## src/rtl/n_bit_restoring_divider.sv

```systemverilog
// Iterative unsigned restoring divider: one quotient bit per clock, valid/ready on both sides.
// Trial subtraction reuses the ripple-carry adder in subtract mode.

module n_bit_ripple_carry_adder #(
    parameter int BIT_NUM = 4
) (
    input  logic [BIT_NUM-1:0] op1_i,
    input  logic [BIT_NUM-1:0] op2_i,
    input  logic               sgn_op2,
    output logic [BIT_NUM-1:0] sum_o,
    output logic               carry_o
);

    logic [BIT_NUM:0]   carry;
    logic [BIT_NUM-1:0] op2_eff;

    // Subtraction is op1 + ~op2 + 1, so carry_o = 1 means no borrow.
    assign carry[0] = sgn_op2;
    assign op2_eff  = op2_i ^ {BIT_NUM{sgn_op2}};

    for (genvar i = 0; i < BIT_NUM; i++) begin : g_fa
        assign sum_o[i]     = op1_i[i] ^ op2_eff[i] ^ carry[i];
        assign carry[i + 1] = (op1_i[i] & op2_eff[i]) | (carry[i] & (op1_i[i] ^ op2_eff[i]));
    end

    assign carry_o = carry[BIT_NUM];

endmodule

module n_bit_restoring_divider #(
    parameter int BIT_NUM = 4
) (
    input  logic               clk_i,
    input  logic               rst_i,
    input  logic [BIT_NUM-1:0] dividend_i,
    input  logic [BIT_NUM-1:0] divisor_i,
    input  logic               valid_i,
    output logic               ready_o,
    output logic [BIT_NUM-1:0] quotient_o,
    output logic [BIT_NUM-1:0] remainder_o,
    output logic               div_by_zero_o,
    output logic               valid_o,
    input  logic               ready_i
);

    localparam int CNT_W = $clog2(BIT_NUM + 1);

    typedef enum logic [1:0] {
        IDLE,
        BUSY,
        DONE
    } state_t;

    state_t             state_q, state_d;
    logic [BIT_NUM-1:0] q_q, q_d;
    logic [BIT_NUM-1:0] r_q, r_d;
    logic [BIT_NUM-1:0] d_q, d_d;
    logic [CNT_W-1:0]   cnt_q, cnt_d;
    logic               dbz_q, dbz_d;
    logic               ready_q, ready_d;
    logic               valid_q, valid_d;

    logic [BIT_NUM:0]   trial_src;
    logic [BIT_NUM:0]   trial_diff;
    logic               no_borrow;
    logic               unused_diff_msb;

    assign trial_src = {r_q, q_q[BIT_NUM-1]};

    n_bit_ripple_carry_adder #(
        .BIT_NUM (BIT_NUM + 1)
    ) u_sub (
        .op1_i   (trial_src),
        .op2_i   ({1'b0, d_q}),
        .sgn_op2 (1'b1),
        .sum_o   (trial_diff),
        .carry_o (no_borrow)
    );

    // R < D always holds, so the MSB of a non-borrowing difference is zero.
    assign unused_diff_msb = trial_diff[BIT_NUM];

    always_comb begin
        state_d = state_q;
        q_d     = q_q;
        r_d     = r_q;
        d_d     = d_q;
        cnt_d   = cnt_q;
        dbz_d   = dbz_q;

        case (state_q)
            IDLE: begin
                if (valid_i) begin
                    d_d   = divisor_i;
                    cnt_d = CNT_W'(BIT_NUM);
                    if (divisor_i == '0) begin
                        q_d     = '1;
                        r_d     = dividend_i;
                        dbz_d   = 1'b1;
                        state_d = DONE;
                    end else begin
                        q_d     = dividend_i;
                        r_d     = '0;
                        dbz_d   = 1'b0;
                        state_d = BUSY;
                    end
                end
            end
            BUSY: begin
                cnt_d = cnt_q - 1'b1;
                if (no_borrow) begin
                    r_d = trial_diff[BIT_NUM-1:0];
                    q_d = {q_q[BIT_NUM-2:0], 1'b1};
                end else begin
                    r_d = trial_src[BIT_NUM-1:0];
                    q_d = {q_q[BIT_NUM-2:0], 1'b0};
                end
                if (cnt_q == CNT_W'(1)) begin
                    state_d = DONE;
                end
            end
            DONE: begin
                if (ready_i) begin
                    state_d = IDLE;
                end
            end
            default: begin
                state_d = IDLE;
            end
        endcase
    end

    // Handshake outputs are registered from the next state.
    assign ready_d = (state_d == IDLE);
    assign valid_d = (state_d == DONE);

    always_ff @(posedge clk_i) begin
        if (rst_i) begin
            state_q <= IDLE;
            q_q     <= '0;
            r_q     <= '0;
            d_q     <= '0;
            cnt_q   <= '0;
            dbz_q   <= 1'b0;
            ready_q <= 1'b1;
            valid_q <= 1'b0;
        end else begin
            state_q <= state_d;
            q_q     <= q_d;
            r_q     <= r_d;
            d_q     <= d_d;
            cnt_q   <= cnt_d;
            dbz_q   <= dbz_d;
            ready_q <= ready_d;
            valid_q <= valid_d;
        end
    end

    assign ready_o       = ready_q;
    assign valid_o       = valid_q;
    assign quotient_o    = q_q;
    assign remainder_o   = r_q;
    assign div_by_zero_o = dbz_q;

endmodule
```

## config.mk

```make
export PLATFORM = sky130hd
export DESIGN_NAME = n_bit_restoring_divider
export DESIGN_NICKNAME = d
export VERILOG_FILES = /design/src/rtl/n_bit_restoring_divider.sv
export SDC_FILE = /design/constraint.sdc
export NUM_CORES = 1
export LEC_CHECK = 0
export ABC_AREA = 1
export CORE_AREA = 4 4 58 60
export CTS_CLUSTER_SIZE = 24
export DETAILED_ROUTE_END_ITERATION = 10
export DIE_AREA = 0 0 62 64
export PLACE_DENSITY = 0.65
export SKIP_LAST_GASP = 1
export SLEW_MARGIN = 20
export SYNTH_ARGS = -nofsm -noshare
export SYNTH_HDL_FRONTEND = slang
export SYNTH_SLANG_ARGS = --single-unit
```

## constraint.sdc

```tcl
create_clock -name clk_i -period 5.59 [get_ports clk_i]
set_input_delay 1.3975 -clock clk_i [delete_from_list [all_inputs] [get_ports clk_i]]
set_output_delay 1.3975 -clock clk_i [all_outputs]
set_load 0.03 [all_outputs]
```

==> flow_summary.toml <==
[worst_hold_path]
min_path_cells = 2
hp-start = "cnt_q[1]"
whs_endpoint = "cnt_q[1]"
hp-class = "reg -> reg"

[synth]
yosys_warnings = 0
synth_cell_types = 24
ys_seq_area_frac = 0.362
avgSynthCellArea_um2 = 7.17
synth_fp_nets = 172
yosys_register_bits = 20
netlist_area_um2 = 1100
synth_cells = 154

[timing]
fin_skew_ps = 6.44
relSlewSlack = 0.682
tightest_slew_ps = 475
worst_slack_ps = 2800
min_period_ps = 2790
finalCritPeriodShare = 0.499
setup_violations = 0
fmax_ghz = 0.359
drv_slew = 0
rsz0062_at_grt = "false"
hold_viol = 0
fin_setup_tns_ps = 0

[setup_path]
regToRegSetupSlack_ps = 3250
cp_max_fo = 3
cpPeakStageDelay_ps = 690
critPathArrivalTime_ps = 1390
end_kind = "primary output"
slowest_stage = "clkdlybuf4s50_1"
worstPathRequired_ps = 4190
critical_path_cell_count = 1
start_kind = "flip-flop"
crit_chain = "clkdlybuf4s50_1"
crit_family = "buffers and inverters"
regToRegEndpoint = "remainder_o[3]"
rr_startpoint = "quotient_o[3]"
r2r.worst_path.cells = 14
critPathBufInv = 1
critPathKind = "reg -> out"

[routing]
vias = 1005
drc = 0
via_per_inst = 4.79
drt-initial-drc-count = 42
wl_mm = 2.36
drtPass1Iterations = 6
drtAntennaViolNets = 0
post_drt_wl_per_cell_um = 11.2

[clocking]
cts_hold_buf = 0
cts_sinks = 20
clk_latency_ps = 310
clkTransAtPathRegs_ps = 120
postCtsSetupBuffers = 0
cts_root_buf = "clkbuf_4"
cts_max_level = 1
cts_resized = 0
numCtsBuffers = 3
cts_max_path_buffers = 2
cts_tree = "yes"

[pwr]
power_density_nw_per_um2 = 280
vdd.ir_drop.worst_mv = 0.144
p_leak_uw = 0.000639

[floorplanning]
die_y_um = 64
chipWidth_um = 62
rows = 20
initial_core_util = 0.377
io_pins = 23
core_area_um2 = 2930
die_area_um2 = 3970

[placement]
pre_cts_slack_ps = 2800
portBuffers = 22
dp_hpwl_mm = 1.87
gp_congestion = 0.837

[global_route]
grt_overflow = 0
grt_pass1_vias = 924
grt_pass1_wl_mm = 3.90
grt_max_degree = 14
antenna_found_initial = 0
grt_use_total = 0.126

[cells_and_area]
area_delta_synth_final_pct = 24.2
antennaDiodeCount = 0
layout.area.seq_um2 = 400
drive_above_1_share = 0.0847
fin_nets = 196
fillers = 304
multi_input_area_um2 = 566

[run]
maxCapViolCount = 0

[outcome]
status = "finished clean"
-- power breakdown --
part           internal [µW]  switching, µW
Sequential               157           10.4
Clock                   39.8           46.0
Combinational           52.6           78.3
Total                    250            135
-- cell type report --
class | instances | share of cell area
multi-input cells | 102 | 0.412
flip-flops and latches | 20 | 0.292
repair buffers | 22 | 0.160
inverters | 29 | 0.0793
well taps | 33 | 0.0301
clock buffers | 4 | 0.0264
-- per-stage QoR --
stage | instances | utilization | hold WS [ps] | total power, µW | instance area, µm²
floorplan | 154 | - | 444 | 262 | 1100
global placement | 206 | 0.456 | 464 | 300 | 1340
detailed placement | 206 | 0.456 | 467 | 302 | 1340
CTS | 210 | 0.469 | 484 | 387 | 1370
global route | 210 | 0.469 | 503 | 412 | 1370
finish | 210 | 0.469 | 486 | 384 | 1370
-- per-layer routing --
metal | track usage | up-vias | part of all wire
met5 | 0 | - | 0
met4 | 0.0398 | 0 | 0.018
met3 | 0.0263 | 5 | 0.049
met2 | 0.185 | 33 | 0.45
met1 | 0.180 | 440 | 0.49
li1 | - | 527 | -
-- placed cells by master, fill, tap and decap left out --
cell type | netlist | final
nor2_2 | 1 | 1
dfxtp_1 | 20 | 20
nor3_1 | 2 | 2
clkbuf_4 | 1 | 3
o21ai_4 | 1 | 1
nand3_4 | 1 | 1
nand3_1 | 11 | 11
nor2_4 | 1 | 1
fa_1 | 3 | 3
o211ai_1 | 1 | 1
nand2_2 | 2 | 2
o21ai_1 | 1 | 1
clkbuf_8 | 0 | 1
xnor2_1 | 1 | 1
nor2_1 | 21 | 21
clkdlybuf4s50_1 | 0 | 22
a21oi_2 | 1 | 1
inv_2 | 3 | 3
o21ai_0 | 8 | 8
ha_1 | 3 | 3
a21oi_1 | 10 | 10
inv_1 | 26 | 26
nand4_1 | 4 | 4
or2_2 | 1 | 1
nand2_1 | 29 | 29
-- registers in the layout, summed over array words and instances (netlist names) --
signal         count
div_by_zero_o      1
remainder_o        4
ready_o            1
cnt_q              3
d_q                4
quotient_o         4
state_q            2
valid_o            1
-- worst max path at each step --
stage / from / end
floorplan: quotient_o[3] / remainder_o[0]
global placement: divisor_i[1] / ready_o
detailed placement: rst_i / quotient_o[2]
CTS: remainder_o[0] / remainder_o[0]
global route: remainder_o[0] / remainder_o[0]
finish: quotient_o[2] / quotient_o[2]
-- Yosys cell counts --
cell / count / share of area
a21oi_1: 10 / 0.045
nor3_1: 2 / 0.0091
fa_1: 3 / 0.054
clkbuf_4: 1 / 0.0068
dfxtp_1: 20 / 0.36
nand4_1: 4 / 0.023
o21ai_1: 1 / 0.0045
o21ai_4: 1 / 0.015
a21oi_2: 1 / 0.0079
inv_2: 3 / 0.010
nand3_4: 1 / 0.016
nand3_1: 11 / 0.050
nand2_1: 29 / 0.099
xnor2_1: 1 / 0.0079
inv_1: 26 / 0.088
nor2_2: 1 / 0.0057
buf_6: 2 / 0.020
nand2_2: 2 / 0.011
nor2_4: 1 / 0.010
o211ai_1: 1 / 0.0068
or2_2: 1 / 0.0057
ha_1: 3 / 0.034
o21ai_0: 8 / 0.036
nor2_1: 21 / 0.071
-- logic make-up after synthesis --
| logic type | Yosys count | synth area share |
|---|---|---|
| flip-flops | 20 | 0.362 |
| AO/OA/AOI/OAI | 22 | 0.116 |
| AND/OR/NAND/NOR | 73 | 0.300 |
| adder cells (fa/ha/maj) | 6 | 0.0883 |
| XOR/XNOR | 1 | 0.00793 |
| buffers and inverters | 32 | 0.126 |
Power figures use the tool's default switching activity.
